File: config.mk
export PLATFORM = sky130hd
export DESIGN_NAME = mm_mac_datapath
export DESIGN_NICKNAME = d
export VERILOG_FILES = /design/src/rtl/mm_mac_datapath.sv
export SDC_FILE = /design/constraint.sdc
export NUM_CORES = 1
export LEC_CHECK = 0
export BUFFER_PORTS_ARGS = -buffer_cell sky130_fd_sc_hd__buf_2
export CAP_MARGIN = 10
export CELL_PAD_IN_SITES_DETAIL_PLACEMENT = 0
export CELL_PAD_IN_SITES_GLOBAL_PLACEMENT = 1
export CORE_MARGIN = 2
export CORE_UTILIZATION = 50
export CTS_CLUSTER_DIAMETER = 120
export CTS_CLUSTER_SIZE = 14
export DETAILED_ROUTE_END_ITERATION = 8
export GPL_TIMING_DRIVEN = 0
export PLACE_DENSITY_LB_ADDON = 0.08
export SLEW_MARGIN = 20
export SYNTH_ARGS = -nofsm -noshare
export SYNTH_HDL_FRONTEND = slang
export SYNTH_SLANG_ARGS = --single-unit
File: constraint.sdc
create_clock -name clk -period 7.32 [get_ports clk]
set_clock_uncertainty 0.1 [all_clocks]
set_input_delay 0.732 -clock clk [delete_from_list [all_inputs] [get_ports clk]]
set_output_delay 0.732 -clock clk [all_outputs]
set_load 0.03 [all_outputs]
File: src/rtl/mm_mac_datapath.sv
// mm_mac_datapath: multiply-accumulate stage behind MM_control.
// Define MM_MAC_SAT_EN for a saturating accumulator (wraps otherwise).
module mm_mac_datapath #(
    parameter int DATA_W  = 8,
    parameter int ACC_W   = 18,
    parameter int P_DEPTH = 16
) (
    input  logic              clk,
    input  logic              rst,
    input  logic              control,
    input  logic              result_en,
    input  logic [3:0]        addr_P,
    input  logic [DATA_W-1:0] data_A,
    input  logic [DATA_W-1:0] data_x,
    output logic              p_we,
    output logic [3:0]        p_addr,
    output logic [ACC_W-1:0]  p_data,
    output logic              ovf,
    output logic              done,
    output logic [4:0]        wr_count
);

    localparam int PROD_W = 2 * DATA_W;

    // S0: strobes aligned with the address cycle
    logic             ctl_s0_q, ctl_s0_d;
    logic             res_s0_q, res_s0_d;
    logic [3:0]       addr_s0_q, addr_s0_d;

    // S1: strobes aligned with the registered product
    logic             ctl_s1_q, ctl_s1_d;
    logic             res_s1_q, res_s1_d;
    logic [3:0]       addr_s1_q, addr_s1_d;
    logic [ACC_W-1:0] prod_q, prod_d;

    // S2: accumulator and P RAM write port
    logic [ACC_W-1:0] acc_q, acc_d;
    logic             p_we_q, p_we_d;
    logic [3:0]       p_addr_q, p_addr_d;
    logic [ACC_W-1:0] p_data_q, p_data_d;
    logic             ovf_q, ovf_d;
    logic             done_q, done_d;
    logic [4:0]       wr_count_q, wr_count_d;

    logic [PROD_W-1:0] prod_full;
    logic [ACC_W:0]    acc_sum;
    logic              carry;
    logic [ACC_W-1:0]  sum;
    logic [4:0]        wr_inc;

    // S0/S1 next state: delay strobes to meet the RAM read data
    always_comb begin
        ctl_s0_d  = control;
        res_s0_d  = result_en;
        addr_s0_d = addr_P;
        ctl_s1_d  = ctl_s0_q;
        res_s1_d  = res_s0_q;
        addr_s1_d = addr_s0_q;
        prod_full = PROD_W'(data_A) * PROD_W'(data_x);
        prod_d    = ACC_W'(prod_full);
    end

    // S0/S1 pipeline registers
    always_ff @(posedge clk) begin
        if (rst) begin
            ctl_s0_q  <= 1'b0;
            res_s0_q  <= 1'b0;
            addr_s0_q <= '0;
            ctl_s1_q  <= 1'b0;
            res_s1_q  <= 1'b0;
            addr_s1_q <= '0;
            prod_q    <= '0;
        end else begin
            ctl_s0_q  <= ctl_s0_d;
            res_s0_q  <= res_s0_d;
            addr_s0_q <= addr_s0_d;
            ctl_s1_q  <= ctl_s1_d;
            res_s1_q  <= res_s1_d;
            addr_s1_q <= addr_s1_d;
            prod_q    <= prod_d;
        end
    end

    // S2 accumulate: a first term restarts the sum from the product
    always_comb begin
        acc_sum = {1'b0, acc_q} + {1'b0, prod_q};
        carry   = !ctl_s1_q && acc_sum[ACC_W];
        if (ctl_s1_q) begin
            sum = prod_q;
        end else begin
`ifdef MM_MAC_SAT_EN
            sum = carry ? '1 : acc_sum[ACC_W-1:0];
`else
            sum = acc_sum[ACC_W-1:0];
`endif
        end
    end

    // S2 write port, overflow flag and write counter next state
    always_comb begin
        acc_d      = sum;
        p_we_d     = 1'b0;
        p_addr_d   = p_addr_q;
        p_data_d   = p_data_q;
        ovf_d      = ovf_q | carry;
        done_d     = 1'b0;
        wr_count_d = wr_count_q;
        wr_inc     = wr_count_q + 5'd1;
        if (res_s1_q) begin
            p_we_d   = 1'b1;
            p_addr_d = addr_s1_q;
            p_data_d = sum;
            if (wr_inc == 5'(P_DEPTH)) begin
                done_d     = 1'b1;
                wr_count_d = '0;
            end else begin
                wr_count_d = wr_inc;
            end
        end
    end

    // S2 registers
    always_ff @(posedge clk) begin
        if (rst) begin
            acc_q      <= '0;
            p_we_q     <= 1'b0;
            p_addr_q   <= '0;
            p_data_q   <= '0;
            ovf_q      <= 1'b0;
            done_q     <= 1'b0;
            wr_count_q <= '0;
        end else begin
            acc_q      <= acc_d;
            p_we_q     <= p_we_d;
            p_addr_q   <= p_addr_d;
            p_data_q   <= p_data_d;
            ovf_q      <= ovf_d;
            done_q     <= done_d;
            wr_count_q <= wr_count_d;
        end
    end

    assign p_we     = p_we_q;
    assign p_addr   = p_addr_q;
    assign p_data   = p_data_q;
    assign ovf      = ovf_q;
    assign done     = done_q;
    assign wr_count = wr_count_q;

endmodule

Yosys cells after proc, flatten, opt, wreduce, memory -nomap -nowiden
Index checks and enable logic that the tools add are counted.
- bits in registers: 78
- word-level logic and storage cells: 28
- equality and inequality tests: 1
- reduce and logical (&&, ||, !) cells: 3
- mux-type cells: 4
- add/subtract/negate cells: 2
- multiply operators: 1
- bitwise operators: 2
- operator list (kind ; number):
    adder 18 x 18 -> 19 bit ; 1
    two-way mux 18 bit ; 1
    multiplier 8 x 8 -> 16 bit ; 1
    adder 5 x 1 -> 5 bit, second input constant ; 1
    == test 5 bit, second input constant ; 1
    two-way mux 5 bit ; 1
    two-way mux 1 bit ; 2
    OR reduction 2 bit ; 1
    logical AND 1 bit ; 1
    zero test 1 bit ; 1
    inverter 1 bit ; 1
    OR 1 bit ; 1

Longest topological paths before layout
Gate-level depths: netlist (run 1).
- word-level depth: 3
- depth in mapped cells: 16
- depth with buffers taken out: 16

Worst setup path after synthesis (run 1)
No wires, ideal clock.
- path type: input-to-reg
- from: in data_A[0]
- to: reg prod_q[14]
- data required time: 7097 ps
- stages: 14
- slack: 2601 ps
- data arrival time: 4496 ps
- library setup time: 123 ps
- cells stage by stage: nand2_1 -> fa_1 -> fa_1 -> inv_1 -> fa_1 -> inv_1 -> fa_1 -> inv_1 -> ha_1 -> nor2b_1 -> a311oi_2 -> a21oi_1 -> a221oi_2 -> mux2_1
- cells in the longest elaborated chain, start to end: 1
- ends and longest elaborated chain (what ; RTL line ; RTL):
    start: declaration ; 13 ; input logic [DATA_W-1:0] data_A,
    multiplier 8 x 8 -> 16 bit ; 59 ; prod_full = PROD_W'(data_A) * PROD_W'(data_x);
    end signal: assignment ; 80 ; prod_q <= prod_d;
    end: declaration ; 34 ; logic [ACC_W-1:0] prod_q, prod_d;
Every way passes these cells.
A chain may end at the register's enable or synchronous reset.

Final worst setup path (run 1)
- from: in data_x[4]
- to: reg prod_q[14]
- cells in the longest elaborated chain, start to end: 1
- ends and longest elaborated chain (what ; RTL line ; RTL):
    start: declaration ; 14 ; input logic [DATA_W-1:0] data_x,
    multiplier 8 x 8 -> 16 bit ; 59 ;
Every way passes these cells.

==> results of run 1 <==
[sequential cells by signal, summed over array words and instances, names as in the netlist]
register and cells:
acc_q 18, addr_s0_q 4, addr_s1_q 4, ctl_s0_q 1
ctl_s1_q 1, done 1, ovf 1, p_addr 4
p_data 18, p_we 1, prod_q 16, res_s0_q 1
res_s1_q 1, wr_count 5
[cells in the mapped netlist, types with 4 or more instances]
library cell / number
dfxtp_1: 76
nor2_1: 55
ha_1: 54
inv_1: 53
and2_1: 50
nand2_1: 41
fa_1: 37
a21oi_1: 27
nor2b_1: 24
mux2i_1: 15
o21ai_0: 15
xnor2_1: 14
nor3_1: 13
a211oi_1: 12
xor2_1: 11
nand2b_1: 10
o21ai_1: 9
clkbuf_1: 7
a21o_1: 5
and3_1: 5
o211ai_1: 5
a31oi_1: 4
buf_2: 4
nand3_1: 4
o21a_1: 4
[cell type report]
type	instances	area, um2	area share, %
Multi-Input combinational cell	456	3660	59.8
Inverter	53	199	3.25
Timing Repair Buffer	53	265	4.33
Sequential cell	76	1520	24.8
Buffer	17	80.1	1.31
Tap cell	140	175	2.86
Clock inverter	5	82.6	1.35
Clock buffer	11	141	2.31
[power by group]
part	internal (uW)	total, uW	switching [uW]
clock network	203	365	161
registers	487	528	41.2
logic	379	907	528
[placed cells by master (no fill, tap or decap), types with 3 or more instances in the layout]
cell / n
dfxtp_1: 76
buf_2: 57
nor2_1: 55
ha_1: 54
inv_1: 53
and2_1: 50
nand2_1: 41
fa_1: 37
a21oi_1: 27
nor2b_1: 24
mux2i_1: 15
o21ai_0: 15
xnor2_1: 14
nor3_1: 13
a211oi_1: 12
xor2_1: 11
nand2b_1: 10
clkbuf_8: 10
o21ai_1: 9
clkbuf_1: 8
and3_1: 5
o211ai_1: 5
a21o_1: 5
nand3_1: 4
a31oi_1: 4
o21a_1: 4
nor3b_1: 3
buf_1: 3
buf_4: 3
o31a_1: 3
[worst paths after layout]
kind / to / slack (ns) / from / cells past startpoint
worst min register to register: addr_s1_q[1]$_SDFF_PP0_ / 0.34 / addr_s0_q[1]$_SDFF_PP0_ / 1
worst min-delay path: addr_s1_q[1]$_SDFF_PP0_ / 0.34 / addr_s0_q[1]$_SDFF_PP0_ / 1
worst max register to register: p_data[12]$_SDFFE_PP0P_ / 4.81 / prod_q[0]$_SDFF_PP0_ / 9
worst max-delay path: prod_q[14]$_SDFF_PP0_ / 2.53 / data_x[4] / 15
[cell families (layout without fill, tap and decap cells)]
kind of cell	Yosys count	count (layout)	synth area share, %
compound gates	107	107	13.7
xor+xnor	25	25	4.01
fa+ha+maj	91	91	25.9
buf+inv	70	139	5.11
flops	76	76	27.8
mux	17	17	3.16
simple gates	216	216	20.3
[stage by stage]
stage / worst slack, ns / total power (uW)
4_1_cts: 2.53 / 1810
6_report: 2.53 / 1800
2_1_floorplan: 2.60 / 1240
3_5_place_dp: 2.15 / 1440
3_3_place_gp: 2.15 / 1420
5_1_grt: 2.38 / 1950
[worst max-delay path: stages]
cell,delay [ns]
buf_2,0.15
and2_1,0.18
fa_1,0.45
fa_1,0.54
inv_1,0.05
fa_1,0.46
fa_1,0.54
inv_1,0.04
ha_1,0.36
a21oi_1,0.16
nor2b_1,0.07
a311oi_2,0.32
a21oi_1,0.20
a221oi_2,0.30
mux2_1,0.37
[routing by layer]
metal | track usage (%) | vias to the layer above | routed length, um
li1 | - | 2156 | -
met1 | 28.1 | 2020 | 5620
met2 | 40.6 | 65 | 6190
met3 | 3.86 | 17 | 363
met4 | 8.88 | 0 | 308
met5 | 0 | - | 0
==> key figures, run 1 <==
Timing
  – Endpoints failing hold: 0
  – RSZ-0062 raised after global routing: false
  – Max Slew Vio Count: 0
  – Slew margin rel.: 51.4%
  – Setup violators final: 0
  – Fmax: 209 MHz
  – Hold WS: 0.344 ns
  – Final setup TNS: 0 ns
  – Slew @ Worst Pin: 0.729 ns
  – Fin crit period: 4.79 ns
  – Tcrit/Tclk final: 65.5%

Run
  – Maxcap violations: 0

Min path
  – Hold Path Class: reg2reg

Clocking
  – Post-cts resize count: 0
  – Clk buf depth: 2
  – Clk sink count: 76
  – Number of post-CTS setup repair buffers: 0
  – Num CTS Buffers: 9
  – Clk root buf: clkbuf_8
  – H-Tree Depth: 3
  – Clk pin slew, worst setup/hold paths: 0.08 ns
  – TritonCTS clock tree: done
  – Clock latency on the worst-skew pair: 0.36 ns
  – CTS hold repair buffers: 0

Setup path
  – Critical path class: in2reg
  – Critical path arrival: 4.94 ns
  – CP Max Fanout: 8
  – Startpoint class of the critical path: primary input
  – CP Capture Type: flip-flop
  – CP required: 7.46 ns

Final layout
  – Nets@finish: 781
  – Final Util: 57.0%
  – ANT cells: 0
  – Ratio of cells with drive above 1 in the final layout: 13.4%
  – Design Area, Final: 6130 um2
  – Finished Layout Cells: 811
  – Fillers: 1032
  – Synth-to-layout area growth: 12.2%

Synthesis
  – Cells after Synth: 602
  – Synth Net Count: 717
  – Ys flop type: dfxtp_1
  – Unique cell type count in the Yosys netlist: 58
  – Largest area contributor in the netlist: dfxtp_1
  – Post-synth ARST share: 0%
  – Largest cells by area after synthesis: dfxtp_1 (28%), fa_1 (14%), ha_1 (12%)
  – Register area share after synthesis: 27.8%
  – Number of synthesized flops with an enable pin: 0
  – Synth warn: 0
  – #FFs+latches synth: 76
  – Share of the synthesized area in the top cell type: 27.8%
  – Mean post-synth cell area: 9.08 um2
  – Post-Syn Area: 5470 um2

Route
  – DRC Markers: 0
  – Vias per cell: 5.25
  – Vias: 4258
  – Post-DRT Antenna Nets: 0
  – First DRT Iteration DRCs: 199
  – DRT Pass-1 Iters: 4
  – Wirelength, routed: 12500 um
  – DR WL/cell: 15.4 um

Place
  – Count of input and output buffers: 53
  – Dpl cells: 795
  – Dpl cell area: 5910 um2
  – GP Congestion: 0.873
  – Detailed placer's ending HPWL: 9900 um

Floorplan
  – Die area: 11800 um2
  – Die Height: 109 um
  – Core ar.: 10700 um2
  – # IOs: 54
  – Starting Density: 50.9%
  – Die outline width: 109 um
  – Row count: 38

Pwr
  – PwrDens: 294 nW/um2
  – Worst IR drop on VDD: 0.000123 V
  – Leakage power: 0.00291 uW

Global routing
  – Vias in the first global route: 4349
  – Largest net degree at the start of global routing: 14
  – Gr ovfl total: 0
  – First-pass GRT wire length: 20900 um
  – Initial antenna violation count: 0
  – GRT Util Overall: 23.1%

Run status
  – Status: finished clean
(Power assumes the default switching activity.)
==> run 2: changes to the inputs <==
--- a/config.mk
+++ b/config.mk
@@ -10,7 +10,7 @@
 export CELL_PAD_IN_SITES_DETAIL_PLACEMENT = 0
 export CELL_PAD_IN_SITES_GLOBAL_PLACEMENT = 1
 export CORE_MARGIN = 2
-export CORE_UTILIZATION = 50
+export CORE_UTILIZATION = 46
 export CTS_CLUSTER_DIAMETER = 120
 export CTS_CLUSTER_SIZE = 14
 export DETAILED_ROUTE_END_ITERATION = 8
==> constraint.sdc (replaced) <==
create_clock -name clk -period 4.8 [get_ports clk]
set_clock_uncertainty 0.1 [all_clocks]
set_input_delay 0.48 -clock clk [delete_from_list [all_inputs] [get_ports clk]]
set_output_delay 0.48 -clock clk [all_outputs]
set_load 0.03 [all_outputs]
==> run 2 against run 1 <==
Sequential power increased by 51%. The flow now finishes with violations (DRC). Non-clock buffer count unchanged. Die area increased by 8.4%. Final cell count increased by 0.37%. Worst setup slack got worse by 2.3 ns. Final area increased by 1.9%. First-iteration DRC count decreased by 15%. Critical path type unchanged. Combinational power increased by 50%.
==> key figures, run 2 (synthesized netlist as in run 1, its figures left out) <==
Run status
  – Status: complete, but fails checks
  – Violated checks: DRC

Final layout
  – Final Util: 54.2%
  – Commonest cells after routing, fill and taps aside: dfxtp_1 (76), buf_2 (57), nor2_1 (55), ha_1 (54), inv_1 (53)
  – Ratio of cells with drive above 1 in the final layout: 13.6%
  – Synth-to-layout area growth: 14.3%
  – Design Area, Final: 6240 um2
  – Commonest non-fill, non-tap cell in the layout: dfxtp_1
  – ANT cells: 0
  – Finished Layout Cells: 814
  – Nets@finish: 781

Route
  – DRT Pass-1 Iters: 8
  – First DRT Iteration DRCs: 169
  – Vias: 4154
  – Post-DRT Antenna Nets: 0
  – DRC Markers: 8
  – DR WL/cell: 14.5 um
  – Vias per cell: 5.10
  – Wirelength, routed: 11800 um

Run
  – Maxcap violations: 0

Global routing
  – Vias in the first global route: 4176
  – Initial antenna violation count: 0
  – GRT Util Overall: 19.8%
  – First-pass GRT wire length: 20100 um
  – Gr ovfl total: 0
  – Largest net degree at the start of global routing: 14

Setup path
  – Most common cell on crit path: fa_1
  – Slowest-stage cell, CP: fa_1
  – Critical path class: in2reg
  – CP required: 4.92 ns
  – Crit Reg-Reg Startpoint: prod_q[0]$_SDFF_PP0_
  – R2R Setup Slk: 2.34 ns
  – CP Max Fanout: 8
  – FF-to-FF path depth: 9
  – Ordered list of cells on the worst path: buf_2 -> nand2_1 -> fa_1 -> fa_1 -> inv_1 -> fa_1 -> inv_1 -> fa_1 -> inv_1 -> ha_1 -> nor2b_1 -> a311oi_2 -> a21oi_1 -> a221oi_2 -> mux2_1
  – Worst r2r dst: p_data[16]$_SDFFE_PP0P_
  – Critical path arrival: 4.66 ns
  – Startpoint class of the critical path: primary input
  – CP Capture Type: flip-flop
  – Slowest stage delay, CP: 0.54 ns

Clocking
  – CTS hold repair buffers: 0
  – Clk pin slew, worst setup/hold paths: 0.06 ns
  – Clk sink count: 76
  – Number of post-CTS setup repair buffers: 0
  – H-Tree Depth: 3
  – Clk root buf: clkbuf_16
  – Num CTS Buffers: 9
  – Post-cts resize count: 0
  – Clk buf depth: 2
  – TritonCTS clock tree: done
  – Clock latency on the worst-skew pair: 0.34 ns

Timing
  – Max Slew Vio Count: 0
  – Endpoints failing hold: 0
  – Slew @ Worst Pin: 0.769 ns
  – Fmax: 220 MHz
  – Fin crit period: 4.54 ns
  – Slew margin rel.: 48.7%
  – RSZ-0062 raised after global routing: false
  – Setup violators final: 0
  – Tcrit/Tclk final: 94.5%

Floorplan
  – Starting Density: 47.5%
  – Row count: 39
  – Die outline width: 113 um
  – # IOs: 54
  – Core ar.: 11500 um2
  – Die area: 12800 um2
  – Die Height: 113 um

Place
  – Dpl cells: 798
  – Detailed placer's ending HPWL: 9490 um
  – Dpl cell area: 5910 um2
  – GP Congestion: 0.825
  – Count of input and output buffers: 53

Pwr
  – PwrDens: 466 nW/um2
  – Power Total: 2910 uW
  – Worst IR drop on VDD: 0.000183 V
  – Leakage power: 0.00296 uW

Min path
  – Hold Path Class: in2reg
  – Hold Crit Endpoint: addr_s0_q[3]$_SDFF_PP0_
  – Hold path depth: 2
  – Worst Hold Launch: addr_P[3]
## run 2: cell count changes in the layout (fill, tap and decap cells not counted)
cell       change
clkbuf_1       -1
clkbuf_16      +9
clkbuf_8       -8
clkinv_4       +1
inv_6          -1
## run 2: worst max-delay path by stage
| stage | start | end | slack (ns) | cells after the start |
|---|---|---|---|---|
| after global placement | data_A[0] | prod_q[14]$_SDFF_PP0_ | -0.07 | 15 |
| after detailed placement | data_A[0] | prod_q[14]$_SDFF_PP0_ | -0.10 | 15 |
| after global routing | data_A[1] | prod_q[14]$_SDFF_PP0_ | 0.1 | 15 |
| final | data_A[0] | prod_q[14]$_SDFF_PP0_ | 0.26 | 15 |
| after CTS | data_A[0] | prod_q[14]$_SDFF_PP0_ | 0.24 | 15 |
| after floorplan | data_A[0] | prod_q[14]$_SDFF_PP0_ | 0.33 | 14 |
## run 2: final cells by class
cell class	instances	area, um2
multi-input cells	456	3660
clock buffers	11	253
repair buffers	53	265
inverters	53	199
flip-flops and latches	76	1520
clock inverters	5	82.6
fillers	1111	5270
plain buffers	17	80.1
well taps	143	179
## run 2: metrics by stage
| stage | TNS, ns | hold slack, ns | setup slack, ns |
|---|---|---|---|
| after floorplan | 0 | 0.314 | 0.333 |
| after global placement | -0.0713 | 0.315 | -0.0713 |
| after detailed placement | -0.134 | 0.320 | -0.102 |
| after CTS | 0 | 0.242 | 0.244 |
| after global routing | 0 | 0.266 | 0.0955 |
| final | 0 | 0.253 | 0.264 |
## run 2: per-layer routing
| metal | routed length, um | global-route usage (%) | part of all wire (%) | vias up |
|---|---|---|---|---|
| met1 | 5560 | 25.1 | 47 | 1908 |
| met5 | 0 | 0 | 0 | - |
| met4 | 235 | 8.05 | 2.0 | 0 |
| met3 | 355 | 2.20 | 3.0 | 18 |
| li1 | - | - | - | 2150 |
| met2 | 5690 | 34.5 | 48 | 78 |
## run 2: critical path, delay by kind of cell
kind / cells / cell delay, ns
muxes: 1 / 0.34
and+or+nand+nor: 2 / 0.26
AOI/OAI and AO/OA: 3 / 0.82
adders and majority gates: 5 / 2.43
buffers and inverters: 4 / 0.31
## run 2: power by group
group          internal (uW)  total [uW]  leakage, uW  switching, uW
logic                    578        1360      0.00217            787
registers                744         799     0.000624           55.1
clock network            485         746     0.000166            261
==> run 3: changes to the inputs <==
--- a/config.mk
+++ b/config.mk
@@ -16,6 +16,7 @@
 export DETAILED_ROUTE_END_ITERATION = 8
 export GPL_TIMING_DRIVEN = 0
 export PLACE_DENSITY_LB_ADDON = 0.08
+export RECOVER_POWER = 100
 export SLEW_MARGIN = 20
 export SYNTH_ARGS = -nofsm -noshare
 export SYNTH_HDL_FRONTEND = slang
==> run 3 against run 2 <==
Maximum frequency fell by 1.1%. Final cell count did not move. The flow still finishes with violations (DRC). Register-to-register slack worse by 0.22 ns. Final area shrank 1.6%. Sequential share of layout area is 0.40 points higher. Combinational power is essentially flat. Largest cell class unchanged. Sequential cell count unchanged.
==> key figures, run 3 (synthesized netlist as in run 1, its figures left out) <==
Min path
  – Hold Crit Endpoint: addr_s0_q[3]$_SDFF_PP0_
  – Hold path depth: 2
  – Worst Hold Launch: addr_P[3]
  – Hold Path Class: in2reg

Timing
  – Tcrit/Tclk final: 95.6%
  – Final Worst Setup Slack: 0.212 ns
  – Final setup TNS: 0 ns
  – Fmax: 218 MHz
  – Endpoints failing hold: 0
  – RSZ-0062 raised after global routing: false
  – Slew margin rel.: 50.2%
  – Fin crit period: 4.59 ns
  – Max Slew Vio Count: 0
  – Slew @ Worst Pin: 0.747 ns
  – Setup violators final: 0

Route
  – Vias per cell: 5.10
  – DR WL/cell: 14.6 um
  – DRC Markers: 8
  – First DRT Iteration DRCs: 162
  – Wirelength, routed: 11900 um
  – Vias: 4151
  – DRT Pass-1 Iters: 6
  – Post-DRT Antenna Nets: 0

Setup path
  – Critical path arrival: 4.71 ns
  – CP required: 4.92 ns
  – CP Capture Type: flip-flop
  – Crit Reg-Reg Startpoint: prod_q[0]$_SDFF_PP0_
  – Startpoint class of the critical path: primary input
  – Slowest-stage cell, CP: fa_1
  – Ordered list of cells on the worst path: buf_2 -> nand2_1 -> fa_1 -> fa_1 -> inv_1 -> fa_1 -> inv_1 -> fa_1 -> inv_1 -> ha_1 -> nor2b_1 -> a311oi_2 -> a21oi_1 -> a221oi_1 -> mux2_1
  – CP Max Fanout: 8
  – FF-to-FF path depth: 9
  – Slowest stage delay, CP: 0.54 ns
  – Worst r2r dst: p_data[16]$_SDFFE_PP0P_
  – Worst Setup SP: data_A[0]
  – Most common cell on crit path: fa_1
  – Critical path class: in2reg
  – R2R Setup Slk: 2.12 ns

Floorplan
  – # IOs: 54
  – Die area: 12800 um2
  – Starting Density: 47.5%
  – Row count: 39
  – Die outline width: 113 um
  – Core ar.: 11500 um2
  – Die Height: 113 um

Clocking
  – H-Tree Depth: 3
  – Clk buf depth: 2
  – Num CTS Buffers: 9
  – Clock latency on the worst-skew pair: 0.33 ns
  – Post-cts resize count: 0
  – Number of post-CTS setup repair buffers: 0
  – TritonCTS clock tree: done
  – Clk root buf: clkbuf_16
  – CTS hold repair buffers: 0
  – Clk sink count: 76
  – Clk pin slew, worst setup/hold paths: 0.06 ns

Pwr
  – Reg power frac: 27.9%
  – Sw frac: 37.5%
  – Combinational fraction of design power: 46.3%
  – PwrDens: 466 nW/um2
  – Worst IR drop on VDD: 0.000181 V
  – P_sw: 1080 uW
  – Power Total: 2870 uW
  – Leakage power: 0.00281 uW
  – Cell internal pwr: 1790 uW
  – Clock share of power: 25.9%

Global routing
  – GR peak layer: met2
  – Met2 usage: 34.5%
  – GRT Util Overall: 19.8%
  – Vias in the first global route: 4176
  – Gr ovfl total: 0
  – Largest net degree at the start of global routing: 14
  – Met1 usage: 25.1%
  – Initial antenna violation count: 0
  – First-pass GRT wire length: 20100 um
  – Grt met3 use: 2.20%

Final layout
  – Commonest cells after routing, fill and taps aside: dfxtp_1 (76), nor2_1 (55), ha_1 (54), inv_1 (53), and2_1 (47)
  – Nets@finish: 781
  – Ratio of cells with drive above 1 in the final layout: 7.45%
  – Fillers: 1129
  – Commonest non-fill, non-tap cell in the layout: dfxtp_1
  – Synth-to-layout area growth: 12.4%
  – ANT cells: 0

Place
  – Dpl ws: -0.102 ns
  – GP Congestion: 0.825
  – Count of input and output buffers: 53
  – Detailed placer's ending HPWL: 9490 um

Run status
  – Status: complete, but fails checks
  – Violated checks: DRC

Run
  – Maxcap violations: 0
-- run 3: cell types whose count changed in the layout (fill, tap and decap cells not counted), sizes merged --
cell,previous run,this run
buf,63,27
clkbuf,18,54
-- run 3: power by group through the flow --
stage,clock (uW),sequential [uW],combinational [uW]
after floorplan,0,816,1070
after global routing,784,811,1510
after global placement,0,810,1340
after detailed placement,0,810,1360
after CTS,759,798,1370
final,741,799,1330
-- run 3: routing by layer --
| metal | wire length [um] | up-vias |
|---|---|---|
| met1 | 5490 | 1907 |
| met2 | 5690 | 80 |
| li1 | - | 2154 |
| met5 | 0 | - |
| met3 | 559 | 10 |
| met4 | 153 | 0 |
-- run 3: worst max path at each step --
stage                             to  depth (start not counted)
6_report       prod_q[14]$_SDFF_PP0_                         15
5_1_grt        prod_q[14]$_SDFF_PP0_                         15
4_1_cts        prod_q[14]$_SDFF_PP0_                         15
3_5_place_dp   prod_q[14]$_SDFF_PP0_                         15
3_3_place_gp   prod_q[14]$_SDFF_PP0_                         15
2_1_floorplan  prod_q[14]$_SDFF_PP0_                         14
-- run 3: area by class of cell --
class,instances,area (um2),area share [%]
Inverter,53,199,3.24
Clock inverter,5,82.6,1.34
Clock buffer,11,253,4.11
Timing Repair Buffer,53,226,3.69
Multi-Input combinational cell,456,3610,58.8
Sequential cell,76,1520,24.8
Tap cell,143,179,2.91
Buffer,17,72.6,1.18
-- run 3: worst max-delay path: cells and delay by family --
kind,cells,cell delay [ns]
adders and majority gates,5,2.43
AOI/OAI and AO/OA,3,0.86
muxes,1,0.35
buffers and inverters,4,0.31
and+or+nand+nor,2,0.26
-- run 3: stage by stage --
stage          instances  hold slack, ns  cell area [um2]  util (%)
6_report             814           0.256             6140      53.4
5_1_grt              814           0.266             6140      53.4
4_1_cts              814           0.242             6240      54.2
3_5_place_dp         798           0.320             5910      51.3
3_3_place_gp         798           0.315             5910      51.3
2_1_floorplan        602           0.314             5470         -
